==> src/rtl/game_pkg.sv <==
// Shared types for the dice game: game state and Choose result encodings.
// Imported by game_sequencer, Choose and the display demux.
package game_pkg;

    typedef enum logic [1:0] {
        ST_START  = 2'b00,
        ST_ROLL   = 2'b01,
        ST_CHOOSE = 2'b10,
        ST_END    = 2'b11
    } game_state_e;

    typedef enum logic [1:0] {
        RES_CONTINUE = 2'b00,
        RES_LOST     = 2'b01,
        RES_WON      = 2'b10
    } choose_result_e;

    // Index width for a player count, never below one bit.
    function automatic int player_width(input int num_players);
        return (num_players > 1) ? $clog2(num_players) : 1;
    endfunction

endpackage

==> src/rtl/edge_detect.sv <==
// Rising-edge detector for level button/handshake lines; the first clock after
// reset only primes the edge register so a line already high gives no event.
module edge_detect (
    input  logic clk,
    input  logic rst,
    input  logic d,
    output logic rise
);

    logic prev_q;
    logic prev_d;
    logic armed_q;
    logic armed_d;

    // Next values: sample the line every cycle, arm after the first clock.
    always_comb begin
        prev_d  = d;
        armed_d = 1'b1;
    end

    // Edge register and arming flag.
    always_ff @(posedge clk or posedge rst) begin
        if (rst) begin
            prev_q  <= 1'b0;
            armed_q <= 1'b0;
        end else begin
            prev_q  <= prev_d;
            armed_q <= armed_d;
        end
    end

    assign rise = armed_q & d & ~prev_q;

endmodule

==> src/rtl/game_sequencer.sv <==
// Turn/round sequencer for the dice game (START -> ROLL -> CHOOSE -> END).
// Optional macro TURN_LIMIT_EN ends the game after MAX_ROUNDS full rounds.
module game_sequencer
    import game_pkg::*;
#(
    parameter int NUM_PLAYERS = 2,
    parameter int TURN_W      = 4,
    parameter int MAX_ROUNDS  = 10
) (
    input  logic                                   clk,
    input  logic                                   rst,
    input  logic                                   pulse_i,
    input  logic                                   restart_i,
    input  logic [1:0]                             choose_result,
    output logic                                   pulse_o,
    output logic [1:0]                             state,
    output logic [player_width(NUM_PLAYERS)-1:0]   player,
    output logic [TURN_W-1:0]                      turns,
    output logic                                   won,
    output logic [player_width(NUM_PLAYERS)-1:0]   winner
);

    localparam int PW = player_width(NUM_PLAYERS);
    localparam logic [PW-1:0]     LAST_PLAYER = PW'(NUM_PLAYERS - 1);
    localparam logic [TURN_W-1:0] TURN_SAT    = {TURN_W{1'b1}};
    localparam logic [TURN_W-1:0] ROUND_LIMIT = TURN_W'(MAX_ROUNDS);
`ifdef TURN_LIMIT_EN
    localparam logic LIMIT_EN = 1'b1;
`else
    localparam logic LIMIT_EN = 1'b0;
`endif

    game_state_e       state_q, state_d;
    logic [PW-1:0]     player_q, player_d;
    logic [TURN_W-1:0] turns_q, turns_d;
    logic              won_q, won_d;
    logic [PW-1:0]     winner_q, winner_d;
    logic              pulse_o_q, pulse_o_d;
    logic              rise_s;

    edge_detect u_edge (
        .clk  (clk),
        .rst  (rst),
        .d    (pulse_i),
        .rise (rise_s)
    );

    // Next-state and next-output logic; restart outranks a same-cycle event.
    always_comb begin
        state_d   = state_q;
        player_d  = player_q;
        turns_d   = turns_q;
        won_d     = won_q;
        winner_d  = winner_q;
        pulse_o_d = 1'b1;
        if (restart_i) begin
            state_d  = ST_START;
            player_d = '0;
            turns_d  = '0;
            won_d    = 1'b0;
            winner_d = '0;
        end else if (rise_s) begin
            case (state_q)
                ST_START: begin
                    state_d  = ST_ROLL;
                    turns_d  = TURN_W'(1);
                    player_d = '0;
                end
                ST_ROLL: begin
                    state_d   = ST_CHOOSE;
                    pulse_o_d = 1'b0;
                end
                ST_CHOOSE: begin
                    case (choose_result)
                        RES_CONTINUE: begin
                            if (player_q != LAST_PLAYER) begin
                                state_d  = ST_ROLL;
                                player_d = player_q + PW'(1);
                            end else if (LIMIT_EN && (turns_q == ROUND_LIMIT)) begin
                                // Round limit reached on the wrap: nobody won.
                                state_d  = ST_END;
                                won_d    = 1'b0;
                                winner_d = player_q;
                            end else begin
                                state_d  = ST_ROLL;
                                player_d = '0;
                                if (turns_q != TURN_SAT) begin
                                    turns_d = turns_q + TURN_W'(1);
                                end else begin
                                    turns_d = turns_q;
                                end
                            end
                        end
                        RES_LOST: begin
                            state_d  = ST_END;
                            won_d    = 1'b0;
                            winner_d = player_q;
                        end
                        RES_WON: begin
                            state_d  = ST_END;
                            won_d    = 1'b1;
                            winner_d = player_q;
                        end
                        default: begin
                            state_d = state_q;
                        end
                    endcase
                end
                default: begin
                    state_d = state_q;
                end
            endcase
        end else begin
            state_d = state_q;
        end
    end

    // Game state register.
    always_ff @(posedge clk or posedge rst) begin
        if (rst) begin
            state_q   <= ST_START;
            player_q  <= '0;
            turns_q   <= '0;
            won_q     <= 1'b0;
            winner_q  <= '0;
            pulse_o_q <= 1'b1;
        end else begin
            state_q   <= state_d;
            player_q  <= player_d;
            turns_q   <= turns_d;
            won_q     <= won_d;
            winner_q  <= winner_d;
            pulse_o_q <= pulse_o_d;
        end
    end

    assign state   = state_q;
    assign player  = player_q;
    assign turns   = turns_q;
    assign won     = won_q;
    assign winner  = winner_q;
    assign pulse_o = pulse_o_q;

endmodule

==> config.mk <==
export PLATFORM = sky130hd
export DESIGN_NAME = game_sequencer
export DESIGN_NICKNAME = d
export VERILOG_FILES = /design/src/rtl/game_pkg.sv /design/src/rtl/edge_detect.sv /design/src/rtl/game_sequencer.sv
export SDC_FILE = /design/constraint.sdc
export NUM_CORES = 1
export LEC_CHECK = 0
export BUFFER_PORTS_ARGS = -buffer_cell sky130_fd_sc_hd__clkbuf_2
export CAP_MARGIN = 20
export CORE_AREA = 2 2 49 60
export CTS_CLUSTER_DIAMETER = 80
export CTS_CLUSTER_SIZE = 16
export DETAILED_ROUTE_END_ITERATION = 8
export DIE_AREA = 0 0 51 62
export PLACE_DENSITY = 0.58
export SLEW_MARGIN = 15
export SYNTH_ARGS = -nofsm -noshare
export SYNTH_HDL_FRONTEND = slang
export SYNTH_HIERARCHICAL = 1
export SYNTH_SLANG_ARGS = --single-unit
==> constraint.sdc <==
create_clock -name clk -period 2.27 [get_ports clk]
set_input_delay 0.454 -clock clk [delete_from_list [all_inputs] [get_ports clk]]
set_output_delay 0.454 -clock clk [all_outputs]
set_load 0.02 [all_outputs]
# After elaboration in Yosys (flattened, before gate mapping)
# Cells that the tools add are included.
# Widths: inputs -> output; s select.
# word_totals
register_bits	12
input_bits	6
out_inout_bits	10
# classes
n_addsub	2
eq_ne	9
n_mux	26
n_bitwise	3
reduce_logical	14
# ops
cell	n
$mux 4	5
$mux 1	14
$reduce_and 3->1	4
$ne 3x3->1 const B	3
$ne 4x4->1 const B	2
$pmux 4 s2	1
$pmux 2 s3	1
$reduce_bool 2->1	3
$reduce_bool 3->1	2
$reduce_and 5->1	1
$add 4x1->4 const B	1
$eq 2x1->1 const B	2
$eq 2x2->1 const B	2
$logic_not 2->1	2
$mux 2	2
$pmux 1 s2	2
$pmux 2 s2	1
$reduce_bool 4->1	1
$and 1x1->1	2
$reduce_or 2->1	1
$add 1x1->1 const B	1
$not 1->1	1

# Logic depth before layout (Yosys ltp)
# Gate-level depths: netlist (run 1).
# logic_depth
ltp_word	7
ltp_mapped	6

# By module
# The synthesis (run 1) kept the hierarchy.
# modules_own_cells
module	n_inst	cells_each	area_per_inst_um2	seq_area_each_um2
game_sequencer	1	71	681.9	251.5
edge_detect	1	5	66.3	50.0

# Least setup slack after synthesis (run 1)
# No wires, ideal clock.
# synth_path
kind	flip-flop to flip-flop
startpoint	register state_q[0], in the netlist state[0]
endpoint	register state_q[0], in the netlist state[0]
arrival_time_ps	1583
t_required_ps	2183
slack_ps	601
path_stages_with_launch	6
synth_period_minus_slack_ps	1669
path_cell_list	dfrtp_1 > inv_1 > ha_1 > or3_1 > and3_4 > a211oi_2
# synth_via
elab_chain_cells	4
elab_cells_between_ends	9
cone_classes	3 x eq/ne; 3 x mux; 3 x reduce/logical
# synth_lines
element	line_no	text
from (decl)	game_sequencer.sv:33	game_state_e state_q, state_d;
from (signal assigned)	game_sequencer.sv:128	state_q <= state_d;
$eq 2x2->1, or another cell as far along	game_sequencer.sv:63	case (state_q)
$pmux 2 s3	game_sequencer.sv:63	
$mux 2	game_sequencer.sv:62	end else if (rise_s) begin
$mux 2	game_sequencer.sv:56	if (restart_i) begin
# Parallel ways exist; a longest one is shown, timed or not. The select of a mux whose other input is x is not followed.
# A chain may end at the register's enable or synchronous reset.

# Final worst setup path (run 1)
# Same ends and word-level chain as after synthesis.

==> results of run 1 <==
placed cells by master (no fill, tap or decap), types with 2 or more instances in the layout:
master and n:
nand3_1 7, mux2i_1 2, nand2_1 4, nor2_1 3, inv_1 7, nand4_1 3
clkbuf_4 3, o2111ai_1 2, dfrtp_1 11, clkbuf_2 15, ha_1 8, and3b_1 3
logic make-up (layout without fill, tap and decap cells):
family | after synthesis | after routing | share of synthesized area, %
fa+ha+maj | 8 | 8 | 13.4
other cells | 1 | 1 | 0.501
buf+inv | 11 | 29 | 5.85
simple gates | 29 | 29 | 23.9
mux | 2 | 2 | 2.68
compound gates | 13 | 13 | 13.4
flops | 12 | 12 | 40.3
final timing paths:
| kind | cells past startpoint | slack (ns) | startpoint | to |
|---|---|---|---|---|
| max | 5 | 0.42 | state[0] | state[0] |
| min | 1 | 0.30 | pulse_i | u_edge/prev_q |
| max reg2reg | 5 | 0.42 | state[0] | state[0] |
| min reg2reg | 2 | 0.55 | winner | winner |
| max in group asynchronous | 3 | 1.23 | rst | pulse_o |
| min in group asynchronous | 3 | 0.55 | rst | u_edge/prev_q |
synth_stat cells (2+ instances only):
| library cell | n |
|---|---|
| dfrtp_1 | 11 |
| ha_1 | 8 |
| inv_1 | 7 |
| nand3_1 | 7 |
| nand2_1 | 4 |
| and3b_1 | 3 |
| nand4_1 | 3 |
| nor2_1 | 3 |
| buf_2 | 2 |
| mux2i_1 | 2 |
| o2111ai_1 | 2 |
worst max-delay path, stage by stage (launching register included):
cell and delay, ns:
dfrtp_1 0.43, inv_1 0.10, ha_1 0.42, or3b_1 0.43
and3_4 0.20, a211oi_2 0.20
power groups by stage:
| stage | clock network, mW | logic (mW) | registers, mW |
|---|---|---|---|
| 5_1_grt | 0.162 | 0.0520 | 0.221 |
| 6_report | 0.141 | 0.0456 | 0.220 |
| 3_3_place_gp | 0 | 0.0434 | 0.224 |
| 4_1_cts | 0.150 | 0.0456 | 0.220 |
| 2_1_floorplan | 0 | 0.0271 | 0.227 |
| 3_5_place_dp | 0 | 0.0440 | 0.225 |
registers in the layout, summed over array words and instances, names as in the netlist:
signal / cells
turns: 4
state: 2
player: 1
pulse_o: 1
u_edge/armed_q: 1
u_edge/prev_q: 1
winner: 1
won: 1
through the flow:
| step | utilization (%) | instances | setup slack, ns | hold WS [ns] | cell area, µm² |
|---|---|---|---|---|---|
| floorplan | - | 76 | 0.601 | 0.195 | 748 |
| global placement | 32.4 | 123 | 0.481 | 0.294 | 860 |
| detailed placement | 32.4 | 123 | 0.430 | 0.299 | 860 |
| CTS | 33.8 | 128 | 0.423 | 0.292 | 896 |
| global route | 33.8 | 128 | 0.250 | 0.278 | 896 |
| finish | 33.8 | 128 | 0.420 | 0.298 | 896 |
per-layer routing:
layer	part of all wire, %	track usage, %	vias up
met2	50	20.8	22
met3	4.6	2.15	2
met5	0	0	-
met1	44	15.9	304
met4	0.85	4.63	0
li1	-	-	314
layout make-up:
cell class | count | area share, %
Multi-Input combinational cell | 53 | 45.0
Sequential cell | 12 | 33.7
Timing Repair Buffer | 17 | 10.3
Tap cell | 34 | 4.75
Inverter | 8 | 3.35
Clock buffer | 4 | 2.93
==> flow_summary.yaml, run 1 <==
outcome:
  status: "complete, no violations"
detailed_routing:
  drc: 0
  vias: 642
  first_pass_iters: 6
  routed_wl_um: 1650
  ant_nets: 0
  drt_iter0_drc: 8
  wl_per_cell_um: 12.9
  via_per_inst: 5.02
logic_synthesis:
  synth_fp_nets: 90
  seq_area_frac_synth_pct: 40.3
  synth_ff_type: "dfrtp_1"
  synth.top_cells.by_area: "dfrtp_1 37%, ha_1 13%, nand3_1 4.7%, dfstp_2 3.5%, inv_1 3.5%"
  yosysTopAreaCellShare_pct: 36.8
  ys_warn_count: 6
  synthesis.area_um2: 748
  synthCells: 76
  synth.distinct_cells: 35
  yosys_register_bits: 12
  synthArstFlopShare_pct: 100
  avgSynthCellArea_um2: 9.84
  synth_edf_count: 0
  synth_top_area_cell: "dfrtp_1"
floorplanning:
  coreArea_um2: 2650
  chipWidth_um: 51
  start_util_pct: 28.2
  dieArea_um2: 3160
  die-height_um: 62
  io_pins: 16
  row_count: 21
power_and_ir_drop:
  switching_share_pct: 25.7
  total_power_mw: 0.407
  p_int_mw: 0.303
  vdd_drop_max_mv: 0.353
  power_frac_seq_pct: 54.1
  p_per_area_nw_per_um2: 455
  switchingPower_mw: 0.105
  clockPowerShare_pct: 34.7
  power.leakage_nw: 0.439
  pwr-share-comb_pct: 11.2
sta:
  hold_viol_final: 0
  setup_tns_ns: 0
  period_share_pct: 81.5
  finClkSkew_ns: 0.00642
  setup_viol: 0
  finalMaxSlewViolations: 0
  rsz0062_at_grt: "no"
  max_freq_mhz: 541
  min_period_ns: 1.85
placement:
  portBuffers: 15
  dp_hpwl_um: 1220
  gp_congestion: 0.809
clock_network:
  cts_setup_buffers: 0
  cts_buffer_depth: 2
  clock_sinks: 12
  ctsHoldBuffers: 1
  cts_inserted_buffers: 3
  cts.repair.resized: 0
  root_buffer: "clkbuf_4"
  htree_num_levels: 1
  clkTransAtPathRegs_ns: 0.08
  cts_tree: "built"
  clk-insertion-delay-late_ns: 0.27
setup_path:
  required_ns: 2.45
  worstSetupEndpointType: "register"
  start_kind: "register"
  critical_path_class: "reg -> reg"
  cp_max_fo: 15
  cp.arrival_ns: 2.03
cells_and_area:
  antennaDiodeCount: 0
  multi_input_area_um2: 403
  nFillCells: 284
  seqCellArea_um2: 302
  final_layout_size_suffix_gt1_share_pct: 24.5
  final_nets: 109
  area_growth_syn_to_layout_pct: 19.7
global_routing:
  grt_max_degree: 16
  overflow: 0
  antenna_found_initial: 0
  grt_pass1_vias: 636
  grt_use_total_pct: 12.3
  grt_pass1_wl_um: 2930
job:
  cap_viol_max_count: 0
hold_path:
  hold_path_class: "in -> reg"
Power figures use the tool's default switching activity.
==> inputs of run 2 (changes only) <==
Settings changed: PLACE_DENSITY 0.58 to 0.59.
Clock period 2.27 ns to 1.5 ns, I/O delays scaled along.
==> flow_summary.yaml, run 2 (same netlist as run 1, synthesis figures left out) <==
setup_path:
  cp.arrival_ns: 1.69
  cp-startpoint: "state[0]"
  r2r_start: "state[0]"
  path_cells: "inv_4 -> ha_4 -> or3b_4 -> and3_4 -> a211oi_2"
  r2r_setup_slack_ns: -0.001
  worst_path_largest_cell_delay_ns: 0.45
  reg2regPathDepth: 5
  cp_max_fo: 8
  critical_path_class: "reg -> reg"
  start_kind: "register"
  timing.rr.end: "state[0]"
  required_ns: 1.69
  worstSetupEndpointType: "register"
  crit_slowest_cell: "dfrtp_2"
floorplanning:
  start_util_pct: 28.2
  row_count: 21
  io_pins: 16
  die-height_um: 62
  chipWidth_um: 51
  coreArea_um2: 2650
  dieArea_um2: 3160
power_and_ir_drop:
  power.leakage_nw: 0.525
  switchingPower_mw: 0.164
  p_per_area_nw_per_um2: 647
  switching_share_pct: 23.8
  p_int_mw: 0.524
  clockPowerShare_pct: 37.4
  pwr-share-comb_pct: 13.9
  vdd_drop_max_mv: 0.493
  total_power_mw: 0.687
  power_frac_seq_pct: 48.6
cells_and_area:
  nFillCells: 256
  largest_reg_flops: 4
  antennaDiodeCount: 0
  final_layout_size_suffix_gt1_share_pct: 44.0
  final_cell_mix: "16 x buf_4, 15 x clkbuf_2, 9 x dfrtp_1"
  layout_commonest_cell: "buf_4"
  area_growth_syn_to_layout_pct: 42.0
  final_nets: 124
  fin_util_pct: 40.0
detailed_routing:
  routed_wl_um: 1640
  drt_iter0_drc: 4
  first_pass_iters: 4
  vias: 683
  wl_per_cell_um: 11.5
  drc: 0
  via_per_inst: 4.78
  ant_nets: 0
clock_network:
  htree_num_levels: 1
  cts_buffer_depth: 2
  cts_tree: "built"
  clkTransAtPathRegs_ns: 0.08
  cts_inserted_buffers: 3
  clk-insertion-delay-late_ns: 0.27
  root_buffer: "clkbuf_4"
  clock_sinks: 12
global_routing:
  antenna_found_initial: 0
  grt_pass1_vias: 640
  grt_max_degree: 11
  grt_use_total_pct: 11.5
  grt_pass1_wl_um: 2750
  overflow: 0
hold_path:
  holdPathStages: 1
  holdPathEnd: "u_edge/prev_q"
  hold_path_class: "in -> reg"
  min_from: "pulse_i"
sta:
  rsz0062_at_grt: "yes"
  setup_viol: 1
  worst_slack_ns: -0.000980
  finalMaxSlewViolations: 0
  max_freq_mhz: 666
  min_period_ns: 1.50
  whs_ns: 0.150
  finClkSkew_ns: 0.00658
  period_share_pct: 100
  hold_viol_final: 0
job:
  cap_viol_max_count: 0
outcome:
  status: "complete, but fails checks"
  violations: "setup timing"
placement:
  dpl_worst_slack_ns: -0.0949
  dp_hpwl_um: 1310
  gp_congestion: 0.719
  portBuffers: 15
-- run 2: critical path, delay by kind of cell, from the launching register on --
family	cells	cell delay [ns]
compound gates	1	0.16
fa+ha+maj	1	0.17
buf+inv	1	0.09
flops	1	0.45
simple gates	2	0.54
-- run 2: worst max-delay path by stage --
| stage | to | depth (start not counted) |
|---|---|---|
| global placement | state[0] | 6 |
| global route | state[0] | 5 |
| finish | state[0] | 5 |
| floorplan | state[0] | 5 |
| detailed placement | state[0] | 6 |
| CTS | state[0] | 5 |
-- run 2: layer usage --
metal | routed length, µm | vias to the layer above | GRT usage, %
met3 | 70 | 2 | 3.59
met2 | 859 | 14 | 21.7
met4 | 8 | 0 | 3.47
met1 | 701 | 324 | 12.3
li1 | - | 343 | -
met5 | 0 | - | 0
-- run 2: final cells by class --
cell class	instances	area, µm²	area share, %
Inverter	8	32.5	3.06
Multi-Input combinational cell	53	442	41.6
Timing Repair Buffer	32	205	19.3
Clock buffer	4	36.3	3.42
Sequential cell	12	304	28.6
Tap cell	34	42.5	4.00
-- run 2: stage by stage --
step                area [µm²]  cells   TNS (ns)
global route              1060    143     -0.174
detailed placement         980    135     -0.156
floorplan                  778     76          0
global placement           980    135     -0.132
CTS                       1050    143   -0.00162
finish                    1060    143  -0.000980
-- run 2: repair_timing --
action,in CTS,in global routing
resized for setup,1,2
hold endpoints to repair,7,0
pin swaps,1,1
hold buffers,1,0
endpoints found under the setup margin,2,5
buffers inserted,3,0
gates cloned,0,0
-- run 2: power groups by stage --
stage               sequential (mW)  combinational [mW]  clock, mW
finish                        0.334              0.0957      0.257
global route                  0.335               0.106      0.289
CTS                           0.334              0.0959      0.269
detailed placement            0.341              0.0897          0
floorplan                     0.344              0.0438          0
global placement              0.341              0.0886          0
==> inputs of run 3 (changes only) <==
==> constraint.sdc (replaced) <==
create_clock -name clk -period 1.5 [get_ports clk]
set_input_delay 0.3 -clock clk [delete_from_list [all_inputs] [get_ports clk]]
set_output_delay 0.3 -clock clk [all_outputs]
set_load 0.01 [all_outputs]
==> flow_summary.yaml, run 3 (same netlist as run 1, synthesis figures left out) <==
outcome:
  status: "complete, but fails checks"
  violations: "setup timing"
cells_and_area:
  fin_util_pct: 39.1
  largest_reg_flops: 4
  nFillCells: 283
  final_nets: 123
  antennaDiodeCount: 0
  finalInstanceArea_um2: 1040
  area_growth_syn_to_layout_pct: 38.8
  final_layout_size_suffix_gt1_share_pct: 43.5
  final_cell_mix: "15 x clkbuf_2, 15 x buf_4, 9 x dfrtp_1"
detailed_routing:
  vias: 712
  ant_nets: 0
  via_per_inst: 5.01
  first_pass_iters: 5
  drt_iter0_drc: 11
  routed_wl_um: 1750
  wl_per_cell_um: 12.3
  drc: 0
setup_path:
  critPathTopFamily: "simple AND/OR/NAND/NOR gates"
  path_cells: "inv_2 -> ha_4 -> or3b_4 -> and3_4 -> a211oi_2"
  critical_path_class: "reg -> reg"
  start_kind: "register"
  cp_max_fo: 6
  cp.arrival_ns: 1.69
  crit_slowest_cell: "dfrtp_2"
  worstSetupEndpointType: "register"
  worst_path_largest_cell_delay_ns: 0.44
  critical_path_buf_inv_count: 1
  required_ns: 1.68
placement:
  portBuffers: 15
  gp_congestion: 0.740
  placed_cell_area_um2: 977
  dp_hpwl_um: 1400
floorplanning:
  dieArea_um2: 3160
  io_pins: 16
  chipWidth_um: 51
  row_count: 21
  die-height_um: 62
  coreArea_um2: 2650
  start_util_pct: 28.2
power_and_ir_drop:
  switching_share_pct: 24.2
  switchingPower_mw: 0.166
  clockPowerShare_pct: 38.2
  p_int_mw: 0.522
  power_frac_seq_pct: 48.5
  vdd_drop_max_mv: 0.414
  p_per_area_nw_per_um2: 662
  power.leakage_nw: 0.515
  pwr-share-comb_pct: 13.2
sta:
  whs_ns: 0.143
  worst_slack_ns: -0.00934
  max_freq_mhz: 663
  finalMaxSlewViolations: 0
  rsz0062_at_grt: "yes"
  min_period_ns: 1.51
  setup_viol: 1
  period_share_pct: 101
  finClkSkew_ns: 0.0105
  setup_tns_ns: -0.00934
  hold_viol_final: 0
global_routing:
  overflow: 0
  grt_pass1_wl_um: 2900
  grt_max_degree: 11
  antenna_found_initial: 0
  grt_pass1_vias: 700
  grt_use_total_pct: 12.7
clock_network:
  root_buffer: "clkbuf_4"
  clk-insertion-delay-late_ns: 0.27
  clkTransAtPathRegs_ns: 0.09
  cts_tree: "built"
  cts_inserted_buffers: 3
  htree_num_levels: 1
  cts_buffer_depth: 2
  clock_sinks: 12
hold_path:
  hold_path_class: "in -> reg"
job:
  cap_viol_max_count: 0
## run 3: changes by cell type in the layout (fill, tap and decap cells not counted), sizes merged
cell | previous run | this run
buf | 16 | 15
## run 3: final timing paths
| path | cells past startpoint | from | slack, ns | endpoint |
|---|---|---|---|---|
| setup / recovery | 5 | state[0] | -0.009 | state[0] |
| max in group asynchronous | 3 | rst | 0.62 | pulse_o |
| setup reg to reg | 5 | state[0] | -0.009 | state[0] |
| min in group asynchronous | 3 | rst | 0.41 | u_edge/armed_q |
| hold reg to reg | 2 | won | 0.54 | won |
| hold / removal | 1 | pulse_i | 0.14 | u_edge/prev_q |
## run 3: area by class of cell
type | instances | area, µm² | share of cell area, %
Inverter | 8 | 30.0 | 2.89
Sequential cell | 12 | 304 | 29.3
Tap cell | 34 | 42.5 | 4.10
Clock buffer | 4 | 36.3 | 3.49
Timing Repair Buffer | 31 | 198 | 19.0
Multi-Input combinational cell | 53 | 428 | 41.2
## run 3: repair_timing
| action | 4_1_cts | 5_1_grt |
|---|---|---|
| hold buffers | 1 | 0 |
| hold endpoints to repair | 2 | 0 |
| gates cloned | 0 | 0 |
| setup endpoints to repair | 2 | 3 |
| setup buffers | 1 | 0 |
| pin swaps | 4 | 0 |
| resized for setup | 2 | 0 |
## run 3: layer usage
metal / track usage [%] / part of all wire [%]
met5: 0 / 0
met4: 8.11 / 1.8
met3: 3.83 / 3.4
met2: 21.9 / 53
met1: 13.6 / 42
## run 3: worst register-to-register path, stage by stage (launching register included)
cell and delay (ns):
dfrtp_2 0.44, inv_2 0.09, ha_4 0.16, or3b_4 0.38, and3_4 0.20, a211oi_2 0.16
## run 3: stage by stage
step / setup WS [ns] / cells / power (mW)
4_1_cts: -0.00514 / 142 / 0.695
3_3_place_gp: -0.0967 / 136 / 0.424
5_1_grt: -0.0819 / 142 / 0.729
6_report: -0.00934 / 142 / 0.688
2_1_floorplan: 0.0148 / 76 / 0.383
3_5_place_dp: -0.111 / 136 / 0.427
## run 3: power by group through the flow
| stage | Sequential [mW] | Clock [mW] | Combinational, mW |
|---|---|---|---|
| after floorplan | 0.341 | 0 | 0.0424 |
| after global placement | 0.340 | 0 | 0.0845 |
| after detailed placement | 0.340 | 0 | 0.0867 |
| after CTS | 0.334 | 0.268 | 0.0930 |
| after global routing | 0.335 | 0.293 | 0.102 |
| final | 0.334 | 0.263 | 0.0911 |
